<file path="config.mk">
export PLATFORM = sky130hd
export DESIGN_NAME = bcd_serial_sub
export DESIGN_NICKNAME = d
export VERILOG_FILES = /design/src/rtl/bcd_pkg.sv /design/src/rtl/bcd_digit_sub.sv /design/src/rtl/bcd_serial_sub.sv
export SDC_FILE = /design/constraint.sdc
export NUM_CORES = 1
export LEC_CHECK = 0
export CORE_MARGIN = 2
export CORE_UTILIZATION = 50
export DETAILED_ROUTE_END_ITERATION = 8
export PLACE_DENSITY = 0.87
export RECOVER_POWER = 50
export SLEW_MARGIN = 30
export SYNTH_ARGS = -nofsm -noshare
export SYNTH_HDL_FRONTEND = slang
export SYNTH_SLANG_ARGS = --single-unit
</file>
<file path="constraint.sdc">
create_clock -name clk -period 4.7 [get_ports clk]
set_input_delay 0.47 -clock clk [delete_from_list [all_inputs] [get_ports clk]]
set_output_delay 0.47 -clock clk [all_outputs]
set_load 0.02 [all_outputs]
</file>
<file path="src/rtl/bcd_pkg.sv">
// Shared definitions for the decimal (BCD) arithmetic datapath.
package bcd_pkg;

  localparam int DIGIT_W = 4;
  localparam int BCD_MAX = 9;

  typedef enum logic [1:0] {
    IDLE = 2'd0,
    CALC = 2'd1,
    DONE = 2'd2
  } state_t;

  function automatic logic is_bcd(input logic [DIGIT_W-1:0] nibble);
    return nibble <= DIGIT_W'(BCD_MAX);
  endfunction

endpackage

</file>
<file path="src/rtl/bcd_digit_sub.sv">
// Single BCD digit subtractor: d = a_d - b_d - bin, wrapped into 0..9 with borrow out.
module bcd_digit_sub
  import bcd_pkg::*;
(
  input  logic [DIGIT_W-1:0] a_d,
  input  logic [DIGIT_W-1:0] b_d,
  input  logic               bin,
  output logic [DIGIT_W-1:0] d,
  output logic               bout
);

  logic signed [4:0] t;
  logic signed [4:0] t_adj;

  // Range is -16..15 even for non-BCD nibbles, so 5 signed bits never overflow.
  always_comb begin
    t     = $signed({1'b0, a_d}) - $signed({1'b0, b_d}) - $signed({4'b0000, bin});
    t_adj = t + 5'sd10;
    if (t < 0) begin
      d    = t_adj[DIGIT_W-1:0];
      bout = 1'b1;
    end else begin
      d    = t[DIGIT_W-1:0];
      bout = 1'b0;
    end
  end

endmodule

</file>
<file path="src/rtl/bcd_serial_sub.sv">
// Digit-serial BCD subtractor: one digit per clock, LSD first, start/done handshake.
module bcd_serial_sub
  import bcd_pkg::*;
#(
  parameter int DIGITS = 4
) (
  input  logic                      clk,
  input  logic                      rst_n,
  input  logic                      start,
  input  logic [DIGIT_W*DIGITS-1:0] a,
  input  logic [DIGIT_W*DIGITS-1:0] b,
  output logic                      busy,
  output logic                      done,
  output logic [DIGIT_W*DIGITS-1:0] diff,
  output logic                      borrow,
  output logic                      invalid
);

  localparam int W     = DIGIT_W * DIGITS;
  localparam int IDX_W = (DIGITS > 1) ? $clog2(DIGITS) : 1;
  localparam logic [IDX_W-1:0] LAST_IDX = IDX_W'(DIGITS - 1);

  state_t state, state_nxt;

  logic [W-1:0]       a_r, b_r;
  logic               inv_r;
  logic [IDX_W-1:0]   idx;
  logic               bin_r;
  logic               accept;
  logic               last;
  logic [DIGIT_W-1:0] a_d, b_d, d;
  logic               bout;

  function automatic logic all_bcd(input logic [W-1:0] v);
    logic ok;
    ok = 1'b1;
    for (int i = 0; i < DIGITS; i++) begin
      ok = ok & is_bcd(v[i*DIGIT_W +: DIGIT_W]);
    end
    return ok;
  endfunction

  assign a_d  = a_r[idx*DIGIT_W +: DIGIT_W];
  assign b_d  = b_r[idx*DIGIT_W +: DIGIT_W];
  assign last = (idx == LAST_IDX);

  bcd_digit_sub u_digit (
    .a_d  (a_d),
    .b_d  (b_d),
    .bin  (bin_r),
    .d    (d),
    .bout (bout)
  );

  always_comb begin
    accept    = start && (state == IDLE || state == DONE);
    state_nxt = state;
    case (state)
      IDLE:    if (accept) state_nxt = CALC;
      CALC:    if (last) state_nxt = DONE;
      DONE:    state_nxt = accept ? CALC : IDLE;
      default: state_nxt = IDLE;
    endcase
  end

  always_ff @(posedge clk or negedge rst_n) begin
    if (!rst_n) state <= IDLE;
    else        state <= state_nxt;
  end

  // Operands are captured only on an accepted start; CALC never re-latches them.
  always_ff @(posedge clk) begin
    if (accept) begin
      a_r   <= a;
      b_r   <= b;
      inv_r <= !(all_bcd(a) && all_bcd(b));
    end
  end

  always_ff @(posedge clk or negedge rst_n) begin
    if (!rst_n) begin
      busy    <= 1'b0;
      done    <= 1'b0;
      diff    <= '0;
      borrow  <= 1'b0;
      invalid <= 1'b0;
      idx     <= '0;
      bin_r   <= 1'b0;
    end else if (accept) begin
      busy    <= 1'b1;
      done    <= 1'b0;
      diff    <= '0;
      borrow  <= 1'b0;
      invalid <= 1'b0;
      idx     <= '0;
      bin_r   <= 1'b0;
    end else if (state == CALC) begin
      // Invalid operands leave diff at its cleared value so it reads 0 at done.
      if (!inv_r) diff[idx*DIGIT_W +: DIGIT_W] <= d;
      bin_r <= bout;
      idx   <= idx + 1'b1;
      if (last) begin
        busy    <= 1'b0;
        done    <= 1'b1;
        borrow  <= inv_r ? 1'b0 : bout;
        invalid <= inv_r;
      end
    end else begin
      done <= 1'b0;
    end
  end

endmodule

</file>
== After elaboration in Yosys (flattened, before gate mapping) ==
Index checks and enable logic that the tools add are counted.

* Bits in registers: 58
* Bits of input ports: 35

* Reductions and logical operators: 10
* Equal/unequal tests: 7
* Bitwise gates (word level): 6
* Multiplexer cells: 27
* Add/subtract/negate cells: 5
* Shift operators: 4
* Magnitude comparators: 9

{| class="wikitable"
|+ Operators by type and width
! cell !! count
|-
| 16-bit two-way mux || 3
|-
| 4-bit negator with 34-bit output || 1
|-
| 4-bit by 34-bit variable shift with 16-bit output, first input constant || 1
|-
| 4-bit by 34-bit indexed part select with 16-bit output || 1
|-
| 4-bit <= comparator, second input constant || 8
|-
| 16-bit by 5-bit indexed part select with 4-bit output || 2
|-
| 1-bit two-way mux || 17
|-
| 16-bit bitwise mux || 1
|-
| 2-bit two-way mux || 4
|-
| 1-bit bitwise AND || 6
|-
| 2-bit one-hot mux with 3 select lines || 1
|-
| 2-bit AND reduction || 3
|-
| 5-bit by 1-bit < comparator with 1-bit output, second input constant || 1
|-
| 4-bit by 4-bit subtractor with 5-bit output || 1
|-
| 5-bit by 2-bit subtractor with 5-bit output || 1
|-
| 4-bit adder, second input constant || 1
|-
| 2-bit equality test, second input constant || 2
|-
| 4-bit two-way mux || 1
|-
| 2-bit != test, second input constant || 2
|-
| 2-bit nonzero test || 2
|-
| 3-bit != test, second input constant || 1
|-
| 2-bit by 1-bit adder with 2-bit output, second input constant || 1
|-
| 2-bit by 1-bit equality test with 1-bit output, second input constant || 1
|-
| 1-bit logical AND || 2
|-
| other kinds (4) || 4
|}

== Logic depth before layout (Yosys ltp) ==
* Depth in word-level cells: 10
* Gate-level depth with buffers: 11

== Cells and area by module ==
A second synthesis with hierarchy kept.

* Cell total of the unflattened synthesis: 195
* Area total of the unflattened synthesis: 2795.2 sq um

{| class="wikitable"
|+ By module, submodules not included
! module !! sequential area each (sq um) !! times used !! area an instance (sq um) !! cells each
|-
| bcd_serial_sub || 1616.6 || 1 || 2521.2 || 163
|-
| bcd_digit_sub || 0.0 || 1 || 274.0 || 32
|}

== Least setup slack after synthesis ==
Ideal clock, no wire load.

* Path kind: reg2reg
* Start: register idx[0]
* End: register diff[11]
* Setup time: 132 ps
* Arrival: 3151 ps
* Period minus slack after synthesis: 3283 ps
* Cell stages (with the launch flop): 12
* Setup slack: 1417 ps
* Path buffers: 2
* Path through: dfrtp_1 > buf_2 > buf_2 > mux4_2 > fa_1 > fa_1 > xor2_1 > ha_1 > and2_1 > a211oi_2 > xor2_1 > o21ai_0

* Cells in the longest elaborated chain, start to end: 10
* Elaborated cells on any way between the ends: 14
* Classes of those cells: add/sub (4); order compare (1); shift (4); mux (5)

{| class="wikitable"
|+ Ends and longest elaborated chain
! what !! RTL line !! source
|-
| from (decl) || bcd_serial_sub.sv:27 || <nowiki>logic [IDX_W-1:0] idx;</nowiki>
|-
| from (signal assigned) || bcd_serial_sub.sv:101 || <nowiki>idx <= idx + 1'b1;</nowiki>
|-
| 16-bit by 5-bit indexed part select with 4-bit output, on equally long branches || bcd_serial_sub.sv:43, bcd_serial_sub.sv:44 ||
|-
| 4-bit by 4-bit subtractor with 5-bit output || bcd_digit_sub.sv:17 || <nowiki>t = $signed({1'b0, a_d}) - $signed({1'b0, b_d}) - $signed({4'b0000, bin});</nowiki>
|-
| 5-bit by 2-bit subtractor with 5-bit output || bcd_digit_sub.sv:17 ||
|-
| 4-bit adder or 5-bit by 1-bit < comparator with 1-bit output (tied branches) || bcd_digit_sub.sv:18, bcd_digit_sub.sv:19 ||
|-
| 4-bit two-way mux || bcd_digit_sub.sv:19 || <nowiki>if (t < 0) begin</nowiki>
|-
| 4-bit by 34-bit indexed part select with 16-bit output || bcd_serial_sub.sv:99 || <nowiki>if (!inv_r) diff[idx*DIGIT_W +: DIGIT_W] <= d;</nowiki>
|-
| 16-bit bitwise mux * || bcd_serial_sub.sv:99 ||
|-
| 16-bit two-way mux * || bcd_serial_sub.sv:99 ||
|-
| 16-bit two-way mux * || bcd_serial_sub.sv:97 || <nowiki>end else if (state == CALC) begin</nowiki>
|-
| 16-bit two-way mux * || bcd_serial_sub.sv:89 || <nowiki>end else if (accept) begin</nowiki>
|-
| to (signal assigned) || bcd_serial_sub.sv:84 || <nowiki>diff <= '0;</nowiki>
|-
| to (signal assigned) || bcd_serial_sub.sv:92 || <nowiki>diff <= '0;</nowiki>
|-
| to (signal, indexed assignment) || bcd_serial_sub.sv:99 ||
|-
| to (decl) || bcd_serial_sub.sv:14 || <nowiki>output logic [DIGIT_W*DIGITS-1:0] diff,</nowiki>
|}

Mark *: on every way between the ends. The rest lies on a longest branch, timed or not. The select of a mux whose other input is x is not followed.
A chain may end at the register's enable or synchronous reset.

== Worst setup path in the final report ==
Ends and elaborated chain as after synthesis.

==> impl_metrics.toml <==
[cells_and_area]
layout_commonest_cell = "dlygate4sd3_1"
stdcell_area_mm2 = 0.003343
finalNonFillerCells = 321
drive_above_1_share_pct = 11.81
fin_nets = 295
final_cell_mix = "dlygate4sd3_1 (38), edfxtp_1 (33), o21ai_0 (26), dfrtp_1 (25), nand2_1 (20)"
diodes = 0
syn2layout_area_growth_pct = 32.21
final_util_pct = 69.86

[power_and_ir_drop]
power.total_mw = 2.276
powerDensity_mw_per_mm2 = 680.8
leakagePower_nw = 1.325
irDropWorstVdd_mv = 0.3920

[synth]
syn-num-nets = 232
synth_edf_count = 33
yosysTopAreaCellShare_pct = 39.19
synthSimpleGateAreaFrac_pct = 10.49
synth_async_sr_flop_share_pct = 43.10
ys_seq_elements = 58
synth_area_per_cell_um2 = 13.60
synth_cell_types = 35
ys_top_cells_by_area = "edfxtp_1 (39%), dfrtp_1 (25%), mux4_2 (6.2%)"
synth_seq_area_share_pct = 63.93
synth_area_mm2 = 0.002529
synth_adder_area_share_pct = 6.037
ys.flop_type = "edfxtp_1"
synth_top_family_by_area = "simple AND/OR/NAND/NOR gates"
yosys.area.top_type = "edfxtp_1"
synth_xor_xnor_area_share_pct = 2.078
syn-instance-count = 186
ys_warn_count = 0
synthMuxAreaShare_pct = 7.521
synth_compound_gate_area_share_pct = 7.620

[sta]
fin_skew_ps = 4.673
hold_violations = 0
holdWs_ps = 409.8
setup_viol = 0
drv_slew = 0
period_share_pct = 71.43
tightest_slew_ps = 1310
finalCriticalPeriod_ps = 3357
grt_setup_unrepaired = "false"
setup_tns_ps = 0
timing.max_slew.rel_slack_pct = 12.64
fmax_mhz = 297.9
setup_slack_ps = 1343

[worst_setup_path]
cp_max_fo = 12
r2r_slack_ps = 1340
critPathKind = "flip-flop to flip-flop"
timing.rr.start = "idx[0]$_DFFE_PN0P_"
critical_path_required_ps = 4900
r2r_cells = 11
cp-startpoint = "idx[0]$_DFFE_PN0P_"
cp-end-kind = "flip-flop"
r2r-end = "diff[11]$_DFFE_PN0P_"
worstPathArrival_ps = 3560
crit_path_start_kind = "flip-flop"

[place]
portBuffers = 54
place_area_mm2 = 0.003142
hpwl_um = 3692
placedCellCount = 305
post-place-ws_ps = 1314
gp_congestion = 0.8851

[routing]
drtIter0Drc = 74
vias_per_cell = 5.371
drt-pass1-iter-count = 4
drc = 0
num_vias = 1724
wl_per_cell_um = 15.65
drt_wl_total_um = 5025
ant_nets = 0

[floorplanning]
die_y_um = 75.12
io_pins = 55
start_util_pct = 52.84
die_w_um = 75.12
die_area_mm2 = 0.005642
num_rows = 25
coreArea_mm2 = 0.004786

[clocking]
root_buffer = "clkbuf_8"
post_cts_buffers = 0
numClockSinks = 58
numCtsBuffers = 9
h-tree-depth = 3
tritoncts = "done"
worstSkewPairLatency_ps = 330
clkTransAtPathRegs_ps = 60
hold_buffers = 0
cts_resized = 0
cts_buffer_depth = 2

[global_route]
grtUsageTotal_pct = 20.93
grt_max_degree = 41
grt_pass1_vias = 1813
grt_pass1_wl_um = 8390
grt_overflow_total = 0
antenna_found_initial = 0

[run]
drv_cap = 0

[status]
outcome = "finished, final reports clean"

[hold_path]
hold_class = "primary input to asynchronous set/reset pin"
[metal layers]
metal  track usage (%)  part of all wire (%)  up-vias
met3             6.961                   6.3       11
met5                 0                     0        -
met4             10.71                   2.0        0
li1                  -                     -      809
met1             24.37                    40      835
met2             34.60                    51       69
[cell type report]
type / instances / area [µm²]
Clock buffer: 15 / 197.7
Clock inverter: 1 / 5.005
Fill cell: 350 / 1443
Inverter: 12 / 45.04
Multi-Input combinational cell: 113 / 853.3
Sequential cell: 58 / 1617
Tap cell: 67 / 83.83
Timing Repair Buffer: 55 / 541.8
[state kept, by name, indices dropped and copies added (netlist names)]
signal	flops
a_r	16
b_r	16
bin_r	1
diff	16
done	1
invalid	1
idx	2
state	2
borrow	1
inv_r	1
busy	1
[kinds of logic (layout without fill, tap and decap cells)]
group	Yosys count	after routing
flip-flops	58	58
AND/OR/NAND/NOR	51	51
AO/OA/AOI/OAI	35	35
buffers and inverters	15	83
adder cells (fa/ha/maj)	11	11
multiplexers	10	10
XOR/XNOR	6	6
[critical path, stage by stage (launching register included)]
cell and delay (ps):
dfrtp_1 450, buf_4 230, mux4_2 340, inv_1 50, fa_1 430, fa_1 460, xor2_1 190, ha_1 220
and2_1 150, a211oi_2 170, xor2_1 360, o21ai_0 160
[power by group]
| group | internal (mW) | leakage (nW) | switching [mW] |
|---|---|---|---|
| sequential | 0.654 | 0.640 | 0.0633 |
| combinational | 0.458 | 0.581 | 0.646 |
| clock | 0.266 | 0.105 | 0.188 |
[worst max-delay path by stage]
stage	end	slack (ps)	cells past startpoint
2_1_floorplan	diff[11]$_DFFE_PN0P_	1420	11
3_3_place_gp	diff[7]$_DFFE_PN0P_	1400	11
3_5_place_dp	diff[11]$_DFFE_PN0P_	1310	11
4_1_cts	diff[11]$_DFFE_PN0P_	1300	11
5_1_grt	diff[3]$_DFFE_PN0P_	1100	11
6_report	diff[11]$_DFFE_PN0P_	1340	11
[cell usage after synthesis, types with 4 or more instances]
library cell / n
ha_1: 9
nand4_1: 4
mux4_2: 7
inv_1: 11
dfrtp_1: 25
nor2_1: 7
nand3_1: 6
o21ai_0: 26
a21oi_1: 5
nand2_1: 20
xor2_1: 4
edfxtp_1: 33
Note: power is estimated with default switching activity, not from simulation.
